--- src/rtl/memunit.sv ---
// ---------------------------------------------------------------------------
// memunit -- load/store unit sitting between the execute/memory stage and a
// simple valid/ready request + rvalid response memory bus.
//
// One access is in flight at a time. A three-state FSM (IDLE -> WAIT_READY ->
// WAIT_RVALID -> IDLE) launches the request, holds it until the bus accepts
// it, then waits for the response. Stores also wait for rvalid, which acts as
// the write acknowledge.
//
// Ports
//   clk_i, rst_i          clock, synchronous active-high reset
//   valid_i               instruction in this stage is valid
//   is_load_i/is_store_i  instruction is a load / store
//   funct3_i              width/sign select
//   addr_i, wdata_i       effective byte address, store data (rs2)
//   stall_o               hold the pipeline on the current instruction
//   rdata_o               aligned, extended load result
//   membus_valid_o        request pending           membus_ready_i  accepted
//   membus_addr_o         request byte address      membus_wen_o    1 = write
//   membus_wdata_o        lane-aligned write data   membus_wmask_o  byte enables
//   membus_rvalid_i       response present          membus_rdata_i  read data
// ---------------------------------------------------------------------------
module memunit #(
  parameter int XLEN           = 64,
  parameter int MEM_DATA_WIDTH = 64
) (
  input  logic                        clk_i,
  input  logic                        rst_i,
  input  logic                        valid_i,
  input  logic                        is_load_i,
  input  logic                        is_store_i,
  input  logic [2:0]                  funct3_i,
  input  logic [XLEN-1:0]             addr_i,
  input  logic [XLEN-1:0]             wdata_i,
  output logic                        stall_o,
  output logic [XLEN-1:0]             rdata_o,
  output logic                        membus_valid_o,
  input  logic                        membus_ready_i,
  output logic [XLEN-1:0]             membus_addr_o,
  output logic                        membus_wen_o,
  output logic [MEM_DATA_WIDTH-1:0]   membus_wdata_o,
  output logic [MEM_DATA_WIDTH/8-1:0] membus_wmask_o,
  input  logic                        membus_rvalid_i,
  input  logic [MEM_DATA_WIDTH-1:0]   membus_rdata_i
);

  localparam int MW   = MEM_DATA_WIDTH / 8;   // byte lanes on the bus
  localparam int OFFW = $clog2(MW);           // lane-select bits of the address

  localparam logic [1:0] S_IDLE        = 2'd0;
  localparam logic [1:0] S_WAIT_READY  = 2'd1;
  localparam logic [1:0] S_WAIT_RVALID = 2'd2;

  // Latched copy of the access; once out of IDLE this, not the stage inputs,
  // drives the bus and the load extension.
  typedef struct packed {
    logic [XLEN-1:0]           addr;
    logic                      wen;
    logic [2:0]                funct3;
    logic [MEM_DATA_WIDTH-1:0] wdata;
    logic [MW-1:0]             wmask;
  } mem_req_t;

  logic [1:0] state_q, state_d;
  mem_req_t   req_q, req_d;

  logic                      memop;
  logic                      rsp_fire;
  logic [OFFW-1:0]           off_in;
  logic [MEM_DATA_WIDTH-1:0] wdata_lane;
  logic [MW-1:0]             mask_base;
  logic [MW-1:0]             mask_lane;

  assign memop    = valid_i && (is_load_i || is_store_i);
  assign rsp_fire = (state_q == S_WAIT_RVALID) && membus_rvalid_i;
  assign off_in   = addr_i[OFFW-1:0];

  // ---------------------------------------------------------------------
  // Store lane alignment. Bytes shifted past the top lane are dropped, so a
  // misaligned access just gets a truncated mask instead of trapping.
  // ---------------------------------------------------------------------
  assign wdata_lane = MEM_DATA_WIDTH'(wdata_i) << {off_in, 3'b000};

  always_comb begin
    mask_base = '0;
    case (funct3_i)
      3'b000:  mask_base = MW'(1);
      3'b001:  mask_base = MW'(3);
      3'b010:  mask_base = MW'(15);
      default: mask_base = '0;
    endcase
  end

  always_comb begin
    mask_lane = '0;
    if (is_store_i) begin
      // SD always enables every lane, unshifted; 1xx has no store encoding.
      if (funct3_i == 3'b011) mask_lane = '1;
      else                    mask_lane = mask_base << off_in;
    end
  end

  // ---------------------------------------------------------------------
  // FSM
  // ---------------------------------------------------------------------
  always_comb begin
    state_d = state_q;
    req_d   = req_q;
    case (state_q)
      S_IDLE: begin
        if (memop) begin
          state_d      = S_WAIT_READY;
          req_d.addr   = addr_i;
          req_d.wen    = is_store_i;
          req_d.funct3 = funct3_i;
          req_d.wdata  = wdata_lane;
          req_d.wmask  = mask_lane;
        end
      end
      S_WAIT_READY: begin
        if (membus_ready_i) state_d = S_WAIT_RVALID;
      end
      S_WAIT_RVALID: begin
        // No new request can leave until this response lands.
        if (membus_rvalid_i) state_d = S_IDLE;
      end
      default: state_d = S_IDLE;
    endcase
  end

  always_ff @(posedge clk_i) begin
    if (rst_i) begin
      state_q <= S_IDLE;
      req_q   <= '0;
    end else begin
      state_q <= state_d;
      req_q   <= req_d;
    end
  end

  // ---------------------------------------------------------------------
  // Bus outputs. Reset forces them quiet in the same cycle, not only after
  // the registers clear, so an abandoned access never leaks onto the bus.
  // ---------------------------------------------------------------------
  always_comb begin
    membus_valid_o = 1'b0;
    membus_addr_o  = '0;
    membus_wen_o   = 1'b0;
    membus_wdata_o = '0;
    membus_wmask_o = '0;
    if (!rst_i) begin
      membus_valid_o = (state_q == S_WAIT_READY);
      membus_addr_o  = req_q.addr;
      membus_wen_o   = req_q.wen;
      membus_wdata_o = req_q.wdata;
      membus_wmask_o = req_q.wmask;
    end
  end

  // Stall drops exactly in the response cycle, which is when rdata is valid.
  assign stall_o = memop && !rsp_fire;

  // ---------------------------------------------------------------------
  // Load path: pull the addressed lane down to bit 0, then extend per the
  // latched funct3. 011 and the unused 111 both return the full word.
  // ---------------------------------------------------------------------
  logic [OFFW-1:0]           off_q;
  logic [MEM_DATA_WIDTH-1:0] rd_sh;
  logic [XLEN-1:0]           rd_lo;

  assign off_q = req_q.addr[OFFW-1:0];
  assign rd_sh = membus_rdata_i >> {off_q, 3'b000};
  assign rd_lo = XLEN'(rd_sh);

  always_comb begin
    rdata_o = rd_lo;
    case (req_q.funct3)
      3'b000:  rdata_o = {{(XLEN-8){rd_lo[7]}},   rd_lo[7:0]};
      3'b001:  rdata_o = {{(XLEN-16){rd_lo[15]}}, rd_lo[15:0]};
      3'b010:  rdata_o = {{(XLEN-32){rd_lo[31]}}, rd_lo[31:0]};
      3'b100:  rdata_o = {{(XLEN-8){1'b0}},       rd_lo[7:0]};
      3'b101:  rdata_o = {{(XLEN-16){1'b0}},      rd_lo[15:0]};
      3'b110:  rdata_o = {{(XLEN-32){1'b0}},      rd_lo[31:0]};
      default: rdata_o = rd_lo;
    endcase
  end

endmodule

--- config.mk ---
export PLATFORM = sky130hd
export DESIGN_NAME = memunit
export DESIGN_NICKNAME = d
export VERILOG_FILES = /design/src/rtl/memunit.sv
export SDC_FILE = /design/constraint.sdc
export NUM_CORES = 1
export LEC_CHECK = 0
export CORE_AREA = 2 2 157 159
export CTS_CLUSTER_DIAMETER = 100
export CTS_CLUSTER_SIZE = 25
export DETAILED_ROUTE_END_ITERATION = 12
export DIE_AREA = 0 0 159 161
export PLACE_DENSITY = 0.79
export RECOVER_POWER = 25
export REMOVE_ABC_BUFFERS = 1
export SLEW_MARGIN = 20
export SYNTH_ARGS = -nofsm -noshare
export SYNTH_HDL_FRONTEND = slang
export SYNTH_SLANG_ARGS = --single-unit
--- constraint.sdc ---
create_clock -name clk_i -period 4.08 [get_ports clk_i]
set_clock_uncertainty 0.2 [all_clocks]
set_input_delay 0.408 -clock clk_i [delete_from_list [all_inputs] [get_ports clk_i]]
set_output_delay 0.408 -clock clk_i [all_outputs]
set_load 0.005 [all_outputs]
==> Yosys cells after proc, flatten, opt, wreduce, memory -nomap -nowiden <==
Cells that the tools add are included.
{ "classes": {"eq_ne": 13, "shifts": 3, "mux": 13, "reduce_logical": 10} }
{ "ops": {"columns": ["op", "count"], "rows": [
  ["64-bit one-hot mux with 6 select lines", 1],
  ["64-bit two-way mux", 2],
  ["64-bit by 6-bit << shifter with 64-bit output", 1],
  ["64-bit by 6-bit right shift with 64-bit output", 1],
  ["8-bit two-way mux", 3],
  ["4-bit one-hot mux with 3 select lines", 1],
  ["3-bit by 2-bit == test with 1-bit output (second input constant)", 3],
  ["3-bit == test (second input constant)", 3],
  ["8-bit by 3-bit << shifter with 8-bit output", 1],
  ["3-bit by 1-bit == test with 1-bit output (second input constant)", 2],
  ["3-bit zero test", 2],
  ["2-bit two-way mux", 3],
  ["2-bit != test (second input constant)", 3],
  ["2-bit one-hot mux with 3 select lines", 1],
  ["1-bit logical AND", 3],
  ["3-bit AND reduction", 1],
  ["2-bit by 1-bit == test with 1-bit output (second input constant)", 1],
  ["2-bit == test (second input constant)", 1],
  ["2-bit zero test", 1],
  ["1-bit two-way mux", 2],
  ["2-bit AND reduction", 1],
  ["1-bit zero test", 1],
  ["1-bit logical OR", 1]
]} }
{ "word_totals": {"register_bits": 142, "word_cells": 45} }

==> Longest topological paths before layout <==
Gate-level depths: netlist of the first run.
{ "depth": {"depth_word": 5, "depth_mapped": 8, "depth_no_buf": 4} }

==> Worst setup path before layout of the first run <==
Ideal clock, no wire load.
{ "synth_path": {"path_kind": "flip-flop to output port", "startpoint": "register req_q, in the netlist off_q[1]", "endpoint": "output rdata_o[0]", "arrival_time_ns": 1.508, "required_ns": 3.472, "path_slack_ns": 1.964, "path_stages_with_launch": 7, "path_cell_list": "dfxtp_1 -> buf_6 -> buf_6 -> buf_6 -> buf_2 -> mux4_2 -> mux2_2"} }
{ "synth_between": {"elab_chain_len": 2} }
{ "synth_rtl": {"columns": ["item", "line_no", "rtl"], "rows": [
  ["start: declaration", "65", "mem_req_t req_q, req_d;"],
  ["start signal: assignment", "137", "req_q <= req_d;"],
  ["64-bit by 6-bit right shift with 64-bit output", "172", "assign rd_sh = membus_rdata_i >> {off_q, 3'b000};"],
  ["64-bit one-hot mux with 6 select lines", "177", "case (req_q.funct3)"],
  ["end: declaration", "36", "output logic [XLEN-1:0] rdata_o,"]
]} }
Every way passes these cells.

==> Worst setup path in the final report of the first run <==
{ "layout_path": {"startpoint": "register req_q, in the netlist off_q[0]", "endpoint": "output rdata_o[38]"} }
Same word-level chain as after synthesis.

==> results.py, run 1 <==
metrics = {
    "floorplan": {
        "start_util_pct": 42.1,
        "num_rows": 57,
        "io_pins": 405,
        "die_x_um": 159,
        "die_h_um": 161,
        "die_area_mm2": 0.0256,
        "coreArea_mm2": 0.0240,
    },
    "logic_synthesis": {
        "ys_top_cells_by_area": "dfxtp_1, mux4_2, nor2b_1",
        "ys_seq_area_share_pct": 28.2,
        "yosysMostFrequentCell": "nand2_1",
        "synthTopCellsByCount": "nand2_1, nor2b_1, dfxtp_1, a21oi_1, mux4_2",
        "synth_edf_count": 0,
        "ys_async_sr_fraction_pct": 0,
        "synth_seq_cells": 142,
        "synth_warnings": 0,
        "avgSynthCellArea_um2": 8.63,
        "netlist_instances": 1169,
        "synth_cell_types": 55,
        "synth.cell_area_mm2": 0.0101,
        "ys.flop_type": "dfxtp_1",
        "synth_top_area_cell": "dfxtp_1",
        "yosys.area.top_type_share_pct": 28.2,
    },
    "clock_network": {
        "cts.htree.levels": 4,
        "clock_path_buffers": 2,
        "post-cts-setup-buffers": 0,
        "clkSinkCount": 142,
        "clockRootBuffer": "clkbuf_16",
        "worstSkewPairLatency_ns": 0.42,
        "cts_hold_buf": 0,
        "post_cts_resized": 0,
        "tritoncts": "yes",
        "cts_made_buffers": 17,
        "clk_pin_slew_ns": 0.06,
    },
    "route": {
        "postRouteAntennaNets": 0,
        "drt_iter0_drc": 856,
        "dr.pass1.iters": 5,
        "viasPerCell": 5.66,
        "route.detailed.drc": 0,
        "vias": 10344,
        "wl_per_cell_um": 20.2,
        "drt_wl_total_mm": 36.9,
    },
    "timing": {
        "clock.fmax_mhz": 270,
        "post-route-min-period_ns": 3.71,
        "setup_viol": 0,
        "tns_ns": 0,
        "hold_violations": 0,
        "slew_violations": 112,
        "finalCritPeriodShare_pct": 90.9,
        "relSlewSlack_pct": -49.6,
        "worst_pin_slew_ns": 2.24,
        "rsz0062_at_grt": "false",
    },
    "run_status": {
        "outcome": "complete, but fails checks",
        "violations": "max-capacitance violations, max-slew violations",
    },
    "power": {
        "ir_drop_mv": 0.258,
        "leakagePower_nw": 5.12,
        "p_per_area_mw_per_mm2": 306,
    },
    "worst_setup_path": {
        "cp_data_required_time_ns": 3.47,
        "end_kind": "output port",
        "startpoint_type": "flip-flop",
        "timing.reg2reg.worst_path_depth": 4,
        "critical_path_class": "flip-flop to output port",
        "cp_max_fo": 48,
        "cp.arrival_ns": 3.10,
    },
    "layout": {
        "final_core_util_pct": 60.8,
        "antennaDiodeCount": 0,
        "final_cell_count_no_fill": 1829,
        "drive_above_1_share_pct": 12.0,
        "nNetsFinal": 1694,
        "syn_to_final_growth_pct": 44.3,
    },
    "placement": {
        "place.gp.congestion": 0.937,
        "placed_cells": 1797,
        "io_buffers": 404,
        "dpl.hpwl_mm": 26.8,
    },
    "grt": {
        "grt_antenna_before_repair": 0,
        "overflow": 0,
        "grt_max_degree": 135,
        "track_usage_pct": 28.0,
        "grt_pass1_wl_mm": 56.9,
        "grt_pass1_vias": 10159,
    },
    "job": {
        "cap_violations": 2,
    },
    "min_path": {
        "whs_path_depth": 2,
        "worstHoldPathType": "flip-flop to flip-flop",
    },
}
==> layer usage <==
layer	routed length [µm]	part of all wire [%]	up-vias	track usage (%)
met5	0	0	-	0
met4	1510	4.1	0	12.7
met3	3440	9.3	76	8.94
met2	17900	48	497	48.3
met1	14100	38	4924	31.9
li1	-	-	4847	-
==> metrics by stage <==
step                      hold WS, ns  instance area [µm²]  total power (W)  setup WS (ns)
after detailed placement        0.242                14100          0.00303          0.674
after CTS                       0.250                14600          0.00449          0.345
after global routing            0.267                14600          0.00466          0.166
after global placement          0.237                14100          0.00300          0.731
after floorplan                 0.221                 9390          0.00220          -3.69
final                           0.250                14600          0.00445          0.371
==> where the power goes <==
group	switching (W)	total (W)	internal (W)
clock	0.000664	0.00145	0.000789
combinational	0.000637	0.00146	0.000827
sequential	0.0000619	0.00153	0.00147
total	0.00136	0.00445	0.00309
==> path summary, 6_finish.rpt <==
| path | start | endpoint | slack, ns |
|---|---|---|---|
| min | req_q[97]$_SDFFE_PP0P_ | req_q[97]$_SDFFE_PP0P_ | 0.25 |
| max | off_q[0]$_SDFFE_PP0P_ | rdata_o[38] | 0.37 |
| min reg2reg | req_q[97]$_SDFFE_PP0P_ | req_q[97]$_SDFFE_PP0P_ | 0.25 |
| max reg2reg | state_q[1]$_SDFFE_PP0P_ | req_q[58]$_SDFFE_PP0P_ | 1.03 |
==> area by class of cell <==
cell class / count / area (µm²)
fillers: 2082 / 9400
multi-input cells: 896 / 6500
repair buffers: 430 / 4250
flip-flops and latches: 142 / 2850
clock buffers: 19 / 433
well taps: 324 / 405
clock inverters: 13 / 104
inverters: 5 / 18.8
==> sequential cells by signal (all words and copies together), names as in the netlist <==
| signal | flops |
|---|---|
| req_q | 137 |
| off_q | 3 |
| state_q | 2 |
==> cell usage in the layout (no fill, tap or decap), types with 6 or more instances in the layout <==
cell,synthesis,layout
clkdlybuf4s50_1,0,395
nand2_1,229,229
nor2b_1,149,149
dfxtp_1,142,139
a21oi_1,84,84
mux4_2,63,63
nor2_1,55,55
mux2i_1,36,36
a22oi_1,25,25
nand4_1,24,24
buf_4,17,24
mux2_2,23,23
nor3_1,22,22
o2bb2ai_1,19,19
clkbuf_16,0,17
o211ai_1,16,16
mux2_1,15,15
o21ai_0,7,13
a311oi_1,12,12
nand3_1,11,11
a221oi_1,7,11
o21ai_1,15,10
nand4_2,10,10
nand3_2,9,9
a22o_1,8,8
nand2b_1,6,6
==> worst max-delay path: stages, from the launching register on <==
cell             delay [ns]
dfxtp_4                0.69
nor2b_1                0.56
a22oi_2                0.12
nand4_1                0.10
buf_4                  0.49
nand4_2                0.17
clkdlybuf4s50_1        0.50
==> cells by family after synthesis <==
| kind of cell | after synthesis | synth area share, % |
|---|---|---|
| and+or+nand+nor | 536 | 27.2 |
| DFF | 142 | 28.2 |
| muxes | 139 | 22.2 |
| buffers and inverters | 131 | 7.17 |
| AOI/OAI and AO/OA | 221 | 15.3 |
Note: power is estimated with default switching activity, not from simulation.
==> inputs of run 2 (changes only) <==
--- a/config.mk
+++ b/config.mk
@@ -5,12 +5,12 @@
 export SDC_FILE = /design/constraint.sdc
 export NUM_CORES = 1
 export LEC_CHECK = 0
-export CORE_AREA = 2 2 157 159
+export CORE_MARGIN = 5
+export CORE_UTILIZATION = 45
 export CTS_CLUSTER_DIAMETER = 100
 export CTS_CLUSTER_SIZE = 25
 export DETAILED_ROUTE_END_ITERATION = 12
-export DIE_AREA = 0 0 159 161
-export PLACE_DENSITY = 0.79
+export PLACE_DENSITY = 0.83
 export RECOVER_POWER = 25
 export REMOVE_ABC_BUFFERS = 1
 export SLEW_MARGIN = 20
==> constraint.sdc (replaced) <==
create_clock -name clk_i -period 3.75 [get_ports clk_i]
set_clock_uncertainty 0.2 [all_clocks]
set_input_delay 0.375 -clock clk_i [delete_from_list [all_inputs] [get_ports clk_i]]
set_output_delay 0.375 -clock clk_i [all_outputs]
set_load 0.005 [all_outputs]
==> run 2 against run 1 <==
The run still ends with max-capacitance violations, max-slew violations left. First-iteration DRC count decreased by 9.9%. Worst hold slack got worse by 0.063 ns. Wire length up 2.2%. Register-to-register slack got worse by 0.37 ns. Final cell count is 2.1% lower. Sequential power grew 8%. Non-clock buffer count is 6 higher. Power increased by 13%. Global-route usage up 0.32 points. Combinational power up 9.6%. Clock-buffer cell count decreased by 2. Largest power group is now clock.
==> results.py, run 2 (synthesized netlist as in run 1, its figures left out) <==
metrics = {
    "floorplan": {
        "io_pins": 405,
        "die_h_um": 160,
        "die_area_mm2": 0.0255,
        "start_util_pct": 46.0,
        "num_rows": 54,
        "coreArea_mm2": 0.0220,
        "die_x_um": 160,
    },
    "worst_setup_path": {
        "reg2reg_setup_slack_ns": 0.66,
        "crit_top_cell": "nand4_1",
        "r2r-start": "state_q[1]$_SDFFE_PP0P_",
        "worstPathCellList": "nor2b_1, a22oi_2, nand4_1, buf_4, nand4_1, clkdlybuf4s50_1",
        "startpoint_type": "flip-flop",
        "path_delay_family": "buffers and inverters",
        "cp_data_required_time_ns": 3.17,
        "critical_path_class": "flip-flop to output port",
        "end_kind": "output port",
        "slowest_delay_ns": 0.60,
        "cp_slowest_cell": "dfxtp_4",
        "cp_num_buf_inv": 2,
        "cp_max_fo": 48,
        "cp.arrival_ns": 2.85,
        "timing.reg2reg.worst_path_depth": 4,
        "reg2reg_to": "req_q[45]$_SDFFE_PP0P_",
    },
    "clock_network": {
        "clk_pin_slew_ns": 0.07,
        "cts_hold_buf": 0,
        "clock_path_buffers": 2,
        "cts.htree.levels": 4,
        "cts_made_buffers": 17,
        "post_cts_resized": 0,
        "clockRootBuffer": "clkbuf_16",
        "post-cts-setup-buffers": 0,
        "worstSkewPairLatency_ns": 0.42,
        "tritoncts": "yes",
        "clkSinkCount": 142,
    },
    "timing": {
        "relSlewSlack_pct": -24.3,
        "worst_pin_slew_ns": 1.86,
        "slew_violations": 47,
        "rsz0062_at_grt": "false",
        "hold_violations": 0,
        "setup_ws_ns": 0.327,
        "setup_viol": 0,
        "post-route-min-period_ns": 3.42,
        "clock.fmax_mhz": 292,
        "tns_ns": 0,
        "finalCritPeriodShare_pct": 91.3,
    },
    "route": {
        "drt_iter0_drc": 771,
        "viasPerCell": 5.75,
        "wl_per_cell_um": 21.1,
        "dr.pass1.iters": 5,
        "route.detailed.drc": 0,
        "drt_wl_total_mm": 37.7,
        "vias": 10287,
        "postRouteAntennaNets": 0,
    },
    "placement": {
        "place.gp.congestion": 0.925,
        "dpl.hpwl_mm": 28.2,
        "placed_cell_area_mm2": 0.0141,
        "place_ws_ns": 0.591,
        "io_buffers": 404,
    },
    "layout": {
        "nNetsFinal": 1700,
        "top_register": "req_q",
        "largest_reg_flops": 137,
        "final_common_cell": "clkdlybuf4s50_1",
        "finalInstanceArea_mm2": 0.0147,
        "layout.cells.most_common_list": "clkdlybuf4s50_1, nand2_1, nor2b_1",
        "antennaDiodeCount": 0,
        "drive_above_1_share_pct": 12.5,
        "syn_to_final_growth_pct": 45.3,
        "num-fill-cells": 1775,
    },
    "power": {
        "ir_drop_mv": 0.294,
        "leakagePower_nw": 5.29,
        "p_per_area_mw_per_mm2": 342,
    },
    "grt": {
        "grt_pass1_vias": 10007,
        "overflow": 0,
        "grt_pass1_wl_mm": 58.4,
        "track_usage_pct": 28.3,
        "grt_max_degree": 114,
        "grt_antenna_before_repair": 0,
    },
    "run_status": {
        "violations": "max-capacitance violations, max-slew violations",
        "outcome": "complete, but fails checks",
    },
    "min_path": {
        "holdPathEnd": "req_q[67]$_SDFFE_PP0P_",
        "worstHoldPathType": "primary input to flip-flop",
        "min-delay-start": "addr_i[2]",
        "whs_path_depth": 3,
    },
    "job": {
        "cap_violations": 1,
    },
}
run 2: cell count changes in the layout (fill, tap and decap cells not counted), moves of 2 or more:
cell,delta
clkdlybuf4s50_1,-32
o21ai_0,-5
bufinv_16,+2
o21ai_1,+4
inv_8,+2
clkinvlp_4,-2
dlygate4sd3_1,+32
buf_12,+2
clkinv_2,-2
run 2: worst reg2reg max path, cell delays in order, from the launching register on:
cell and delay, ns:
dfxtp_1 0.49, or3_1 1.44, buf_4 0.52, a221oi_1 0.12, nor3_1 0.23
run 2: worst max path at each step:
stage	start	end	cells after the start
2_1_floorplan	is_store_i	req_q[4]$_SDFFE_PP0P_	4
3_3_place_gp	membus_rdata_i[63]	rdata_o[55]	7
3_5_place_dp	membus_rdata_i[63]	rdata_o[55]	7
4_1_cts	off_q[0]$_SDFFE_PP0P_	rdata_o[26]	5
5_1_grt	off_q[0]$_SDFFE_PP0P_	rdata_o[52]	6
6_report	off_q[0]$_SDFFE_PP0P_	rdata_o[58]	6
run 2: power by group:
group / total, W / leakage, nW / switching, W / internal, W
sequential: 0.00166 / 1.16 / 0.0000627 / 0.00160
clock: 0.00175 / 0.289 / 0.000747 / 0.00100
combinational: 0.00160 / 3.84 / 0.000702 / 0.000896
total: 0.00501 / 5.29 / 0.00151 / 0.00350
run 2: cell type report:
type                    count  area (µm²)  area share [%]
repair buffers            436        4310            29.4
clock inverters            14         178            1.21
clock buffers              17         425            2.90
well taps                 280         350            2.39
multi-input cells         896        6530            44.5
inverters                   5        18.8           0.128
flip-flops and latches    142        2850            19.4
run 2: routing by layer:
metal	share of wire (%)	global-route usage [%]	vias up
met4	2.4	8.36	0
met3	9.2	8.35	51
li1	-	-	4857
met5	0	0	-
met2	50	49.4	503
met1	38	33.9	4876
run 2: metrics by stage:
step | std cells | util (%) | total power [W] | hold slack (ns)
floorplan | 1043 | - | 0.00240 | 0.221
global placement | 1759 | 64.2 | 0.00327 | 0.237
detailed placement | 1759 | 64.2 | 0.00330 | 0.242
CTS | 1790 | 66.9 | 0.00505 | 0.173
global route | 1790 | 66.8 | 0.00523 | 0.196
finish | 1790 | 66.8 | 0.00501 | 0.186
